**config.mk**
```make
export PLATFORM = sky130hd
export DESIGN_NAME = rr_arb4
export DESIGN_NICKNAME = d
export VERILOG_FILES = /design/src/rtl/rr_arb4_pkg.sv /design/src/rtl/rr_pick4.sv /design/src/rtl/rr_arb4.sv
export SDC_FILE = /design/constraint.sdc
export NUM_CORES = 1
export LEC_CHECK = 0
export ABC_AREA = 1
export BUFFER_PORTS_ARGS = -buffer_cell sky130_fd_sc_hd__buf_2
export CAP_MARGIN = 30
export CORE_MARGIN = 1
export CORE_UTILIZATION = 45
export DETAILED_ROUTE_END_ITERATION = 10
export PLACE_DENSITY_LB_ADDON = 0.25
export RECOVER_POWER = 50
export SLEW_MARGIN = 20
export SYNTH_ARGS = -nofsm -noshare
export SYNTH_HDL_FRONTEND = slang
export SYNTH_SLANG_ARGS = --single-unit
```
**constraint.sdc**
```tcl
create_clock -name clk -period 3.8 [get_ports clk]
set_input_delay 0.19 -clock clk [delete_from_list [all_inputs] [get_ports clk]]
set_output_delay 0.19 -clock clk [all_outputs]
set_load 0.1 [all_outputs]
```
**src/rtl/rr_arb4_pkg.sv**
```systemverilog
// Shared types and constants for the rr_arb4 round-robin arbiter.
package rr_arb4_pkg;

    localparam int unsigned N_REQ          = 4;
    localparam int unsigned IDX_W          = 2;
    localparam int unsigned CNT_W          = 8;
    localparam int unsigned HOLD_LIMIT_DEF = 16;

    typedef enum logic {
        IDLE  = 1'b0,
        GRANT = 1'b1
    } state_t;

    function automatic logic [N_REQ-1:0] idx2onehot(input logic [IDX_W-1:0] idx);
        return N_REQ'(1) << idx;
    endfunction

endpackage

```
**src/rtl/rr_pick4.sv**
```systemverilog
// Rotating priority encoder: first requester strictly after 'last', wrapping 3->0.
module rr_pick4
    import rr_arb4_pkg::*;
(
    input  logic [N_REQ-1:0] req,
    input  logic [IDX_W-1:0] last,
    output logic             any,
    output logic [IDX_W-1:0] idx
);

    logic [IDX_W-1:0] w_cand;
    logic             w_found;

    always_comb begin
        any     = |req;
        idx     = '0;
        w_cand  = '0;
        w_found = 1'b0;
        for (int unsigned k = 1; k <= N_REQ; k++) begin
            w_cand = last + IDX_W'(k);
            if (!w_found && req[w_cand]) begin
                idx     = w_cand;
                w_found = 1'b1;
            end
        end
    end

endmodule

```
**src/rtl/rr_arb4.sv**
```systemverilog
// Four-requester round-robin arbiter with registered one-hot grant.
// Define RR_ARB4_HOLD_LIMIT_EN to force-revoke grants held for HOLD_LIMIT cycles.
module rr_arb4
    import rr_arb4_pkg::*;
#(
    parameter int unsigned HOLD_LIMIT = HOLD_LIMIT_DEF
) (
    input  logic             clk,
    input  logic             rst_n,
    input  logic [N_REQ-1:0] req,
    input  logic             done,
    output logic [N_REQ-1:0] gnt,
    output logic [IDX_W-1:0] gnt_idx,
    output logic             gnt_valid,
    output logic             timeout
);

    if (HOLD_LIMIT < 2 || HOLD_LIMIT > 255) begin : g_bad_limit
        $error("rr_arb4: HOLD_LIMIT must be in 2..255");
    end

    state_t           r_state, w_state_nxt;
    logic [N_REQ-1:0] r_gnt, w_gnt_nxt;
    logic [IDX_W-1:0] r_gnt_idx, w_idx_nxt;
    logic             r_gnt_valid;
    logic [IDX_W-1:0] r_last, w_last_nxt;
    logic             w_release;
    logic             w_pick_any;
    logic [IDX_W-1:0] w_pick_idx;

    rr_pick4 u_pick (
        .req  (req),
        .last (r_last),
        .any  (w_pick_any),
        .idx  (w_pick_idx)
    );

`ifdef RR_ARB4_HOLD_LIMIT_EN
    localparam logic [CNT_W-1:0] HOLD_MAX = CNT_W'(HOLD_LIMIT - 1);
    logic [CNT_W-1:0] r_hold_cnt, w_cnt_nxt;
    logic             r_timeout, w_timeout_nxt;
`endif

    // Next-state and next-output logic.
    always_comb begin
        w_state_nxt = r_state;
        w_gnt_nxt   = r_gnt;
        w_idx_nxt   = r_gnt_idx;
        w_last_nxt  = r_last;
        w_release   = 1'b0;
`ifdef RR_ARB4_HOLD_LIMIT_EN
        w_cnt_nxt     = r_hold_cnt;
        w_timeout_nxt = 1'b0;
`endif
        case (r_state)
            IDLE: begin
                w_gnt_nxt = '0;
                w_idx_nxt = '0;
                if (w_pick_any) begin
                    w_state_nxt = GRANT;
                    w_gnt_nxt   = idx2onehot(w_pick_idx);
                    w_idx_nxt   = w_pick_idx;
`ifdef RR_ARB4_HOLD_LIMIT_EN
                    w_cnt_nxt   = '0;
`endif
                end
            end
            GRANT: begin
                // done wins over a simultaneous hold-limit hit: no timeout pulse then.
                w_release = done || !req[r_gnt_idx];
                if (w_release) begin
                    w_state_nxt = IDLE;
                    w_gnt_nxt   = '0;
                    w_idx_nxt   = '0;
                    w_last_nxt  = r_gnt_idx;
                end
`ifdef RR_ARB4_HOLD_LIMIT_EN
                else if (r_hold_cnt == HOLD_MAX) begin
                    w_state_nxt   = IDLE;
                    w_gnt_nxt     = '0;
                    w_idx_nxt     = '0;
                    w_last_nxt    = r_gnt_idx;
                    w_timeout_nxt = 1'b1;
                end else begin
                    w_cnt_nxt = r_hold_cnt + CNT_W'(1);
                end
`endif
            end
            default: begin
                w_state_nxt = IDLE;
                w_gnt_nxt   = '0;
                w_idx_nxt   = '0;
            end
        endcase
    end

    always_ff @(posedge clk) begin
        if (!rst_n) begin
            r_state     <= IDLE;
            r_gnt       <= '0;
            r_gnt_idx   <= '0;
            r_gnt_valid <= 1'b0;
            r_last      <= IDX_W'(N_REQ - 1);
        end else begin
            r_state     <= w_state_nxt;
            r_gnt       <= w_gnt_nxt;
            r_gnt_idx   <= w_idx_nxt;
            r_gnt_valid <= |w_gnt_nxt;
            r_last      <= w_last_nxt;
        end
    end

`ifdef RR_ARB4_HOLD_LIMIT_EN
    always_ff @(posedge clk) begin
        if (!rst_n) begin
            r_hold_cnt <= '0;
            r_timeout  <= 1'b0;
        end else begin
            r_hold_cnt <= w_cnt_nxt;
            r_timeout  <= w_timeout_nxt;
        end
    end

    assign timeout = r_timeout;
`else
    assign timeout = 1'b0;
`endif

    assign gnt       = r_gnt;
    assign gnt_idx   = r_gnt_idx;
    assign gnt_valid = r_gnt_valid;

endmodule

```
==> results_dict.tcl <==
set metrics [dict create \
    status "finished, final reports clean" \
    n_antenna_cell 0 \
    cp_common_cell "nand2_1" \
    min_path_cells 2 \
    crit_arrival_ns 1.97 \
    ir_drop_mv 0.347 \
    worstPathCellList "inv_4 -> nand2_2 -> nand2_2 -> nand2_1 -> nand2_4 -> nor2_4 -> nand3_1 -> nand2_1 -> nand2_1 -> nand3_1 -> nand2_1 -> nor2_1 -> a21oi_1" \
    cts_num_sinks 10 \
    dr.pass1.iters 4 \
    synthesis.nets 123 \
    critical_path.top_delay_family "simple AND/OR/NAND/NOR gates" \
    end_kind "flop" \
    yosysWarnings 0 \
    track_usage_pct 19.3 \
    slew_headroom_pct 22.6 \
    die_x_um 42.1 \
    post_drt_wl_per_cell_um 10.3 \
    dieArea_um2 1770 \
    cts_tree "built" \
    drcViolationCount 0 \
    crit_path_start "r_last[0]" \
    grt_pass1_wl_um 2700 \
    hold_violations 0 \
    crit_fanout 9 \
    worstRegToRegCells 13 \
    cpMaxStageDelayCell "dfxtp_1" \
    syn_inst 116 \
    timing.rr.end "gnt_valid" \
    grt-ovfl-total 0 \
    cp-start-kind "flop" \
    final_cells 146 \
    min_from "rst_n" \
    hp-class "input port to flop" \
    drt_iter0_drc 19 \
    gp_congestion 0.800 \
    design_area_um2 803 \
    fmax_ghz 0.546 \
    synth_edf_count 0 \
    crit_buf_inv 1 \
    min_period_over_period_pct 48.2 \
    syn_to_final_growth_pct 11.1 \
    rows 14 \
    setup_tns_ns 0 \
    rsz0062_at_grt "no" \
    total_power_uw 485 \
    worst_pin_slew_ns 1.17 \
    ys_ff_latch 10 \
    drt-total-wl_um 1500 \
    path_clk_slew_ns 0.06 \
    layout_common_cells "39 x nand2_1, 10 x inv_1, 10 x nor2_1, 10 x dfxtp_1" \
    reg2reg_from "r_last[0]" \
    grt_pass1_vias 697 \
    start_util_pct 48.0 \
    p_leak_uw 0.000408 \
    async_flop_share_pct 0 \
    htreeDepth 1 \
    mostFrequentLayoutCell "nand2_1" \
    coreArea_um2 1510 \
    fill_cells 160 \
    place_area_um2 790 \
    antenna_found_initial 0 \
    report.final.setup_viol 0 \
    hpwlAfterDp_um 1250 \
    holdBufCountCts 0 \
    cts_buffers 3 \
    avgSynthCellArea_um2 6.23 \
    drive_above_1_share_pct 20.8 \
    root_buffer "clkbuf_4" \
    holdPathEnd "r_last[0]" \
    num-nets-final 139 \
    yosys.cell_types.count 22 \
    seq_area_frac_synth_pct 27.7 \
    ctsResizeCount 0 \
    post_cts_buffers 0 \
    r2r_slack_ns 1.97 \
    hold_slack_ns 0.165 \
    drv_cap 0 \
    ys.flop_type "dfxtp_1" \
    clock_path_buffers 2 \
    p_per_area_nw_per_um2 604 \
    worstSetupPathType "flop to flop" \
    grt_max_degree 10 \
    skew_ns 0.00105 \
    ant_nets 0 \
    vias_per_cell 5.16 \
    place.port_buffers 13 \
    required_ns 3.93 \
    die_h_um 42.1 \
    min_period_ns 1.83 \
    dpl.cell_count 143 \
    report.final.slew_viol_count 0 \
    syn-cell-area_um2 723 \
    route.vias.total 753 \
    slowest_delay_ns 0.52 \
    clock_latency_ns 0.25 \
    io_pins 15 \
]
==> sequential cells by signal, summed over array words and instances (netlist names) <==
| register | count |
|---|---|
| r_last | 2 |
| gnt_valid | 1 |
| r_state | 1 |
| gnt_idx | 2 |
| gnt | 4 |
==> logic make-up after synthesis <==
kind of cell	synth area share [%]
simple gates	48.3
compound gates	13.8
buf+inv	9.69
flops	27.7
other cells	0.519
==> stage by stage <==
| stage | setup slack (ns) | util, % |
|---|---|---|
| 2_1_floorplan | 1.71 | - |
| 3_3_place_gp | 2.04 | 52.4 |
| 3_5_place_dp | 1.99 | 52.4 |
| 4_1_cts | 1.97 | 53.9 |
| 5_1_grt | 1.77 | 53.3 |
| 6_report | 1.97 | 53.3 |
==> cells in the mapped netlist, types with 2 or more instances <==
cell type | instances | area, um^2
a21oi_1 | 8 | 40.0
dfxtp_1 | 10 | 200
inv_1 | 10 | 37.5
inv_2 | 2 | 7.51
nand2_1 | 39 | 146
nand2_2 | 8 | 50.1
nand2_4 | 4 | 45.0
nand3_1 | 8 | 40.0
nand4_1 | 2 | 12.5
nor2_1 | 10 | 37.5
o21ai_0 | 3 | 15.0
o21ai_1 | 2 | 10.0
==> worst max-delay path by stage <==
stage	to	slack (ns)	cells after the start
after floorplan	gnt_valid	1.71	10
after global placement	gnt_valid	2.04	13
after detailed placement	gnt_valid	1.99	13
after CTS	gnt_valid	1.97	13
after global routing	gnt_valid	1.77	13
final	gnt_valid	1.97	13
==> routing by layer <==
layer	up-vias	GRT usage [%]	routed length, um
met5	-	0	0
met4	0	10.0	18
met3	2	2.16	38
met2	18	34.1	753
met1	336	22.7	693
li1	397	-	-
==> area by class of cell <==
cell class | instances | area [um^2] | area share, %
flip-flops and latches | 10 | 200 | 24.9
multi-input cells | 91 | 453 | 56.4
clock buffers | 3 | 22.5 | 2.80
well taps | 16 | 20.0 | 2.49
repair buffers | 13 | 56.3 | 7.01
inverters | 13 | 51.3 | 6.39
==> power breakdown <==
part / internal [uW] / switching [uW]
registers: 124 / 16.1
clock network: 36.3 / 30.7
logic: 61.4 / 217
total: 221 / 264
Power figures use the tool's default switching activity.
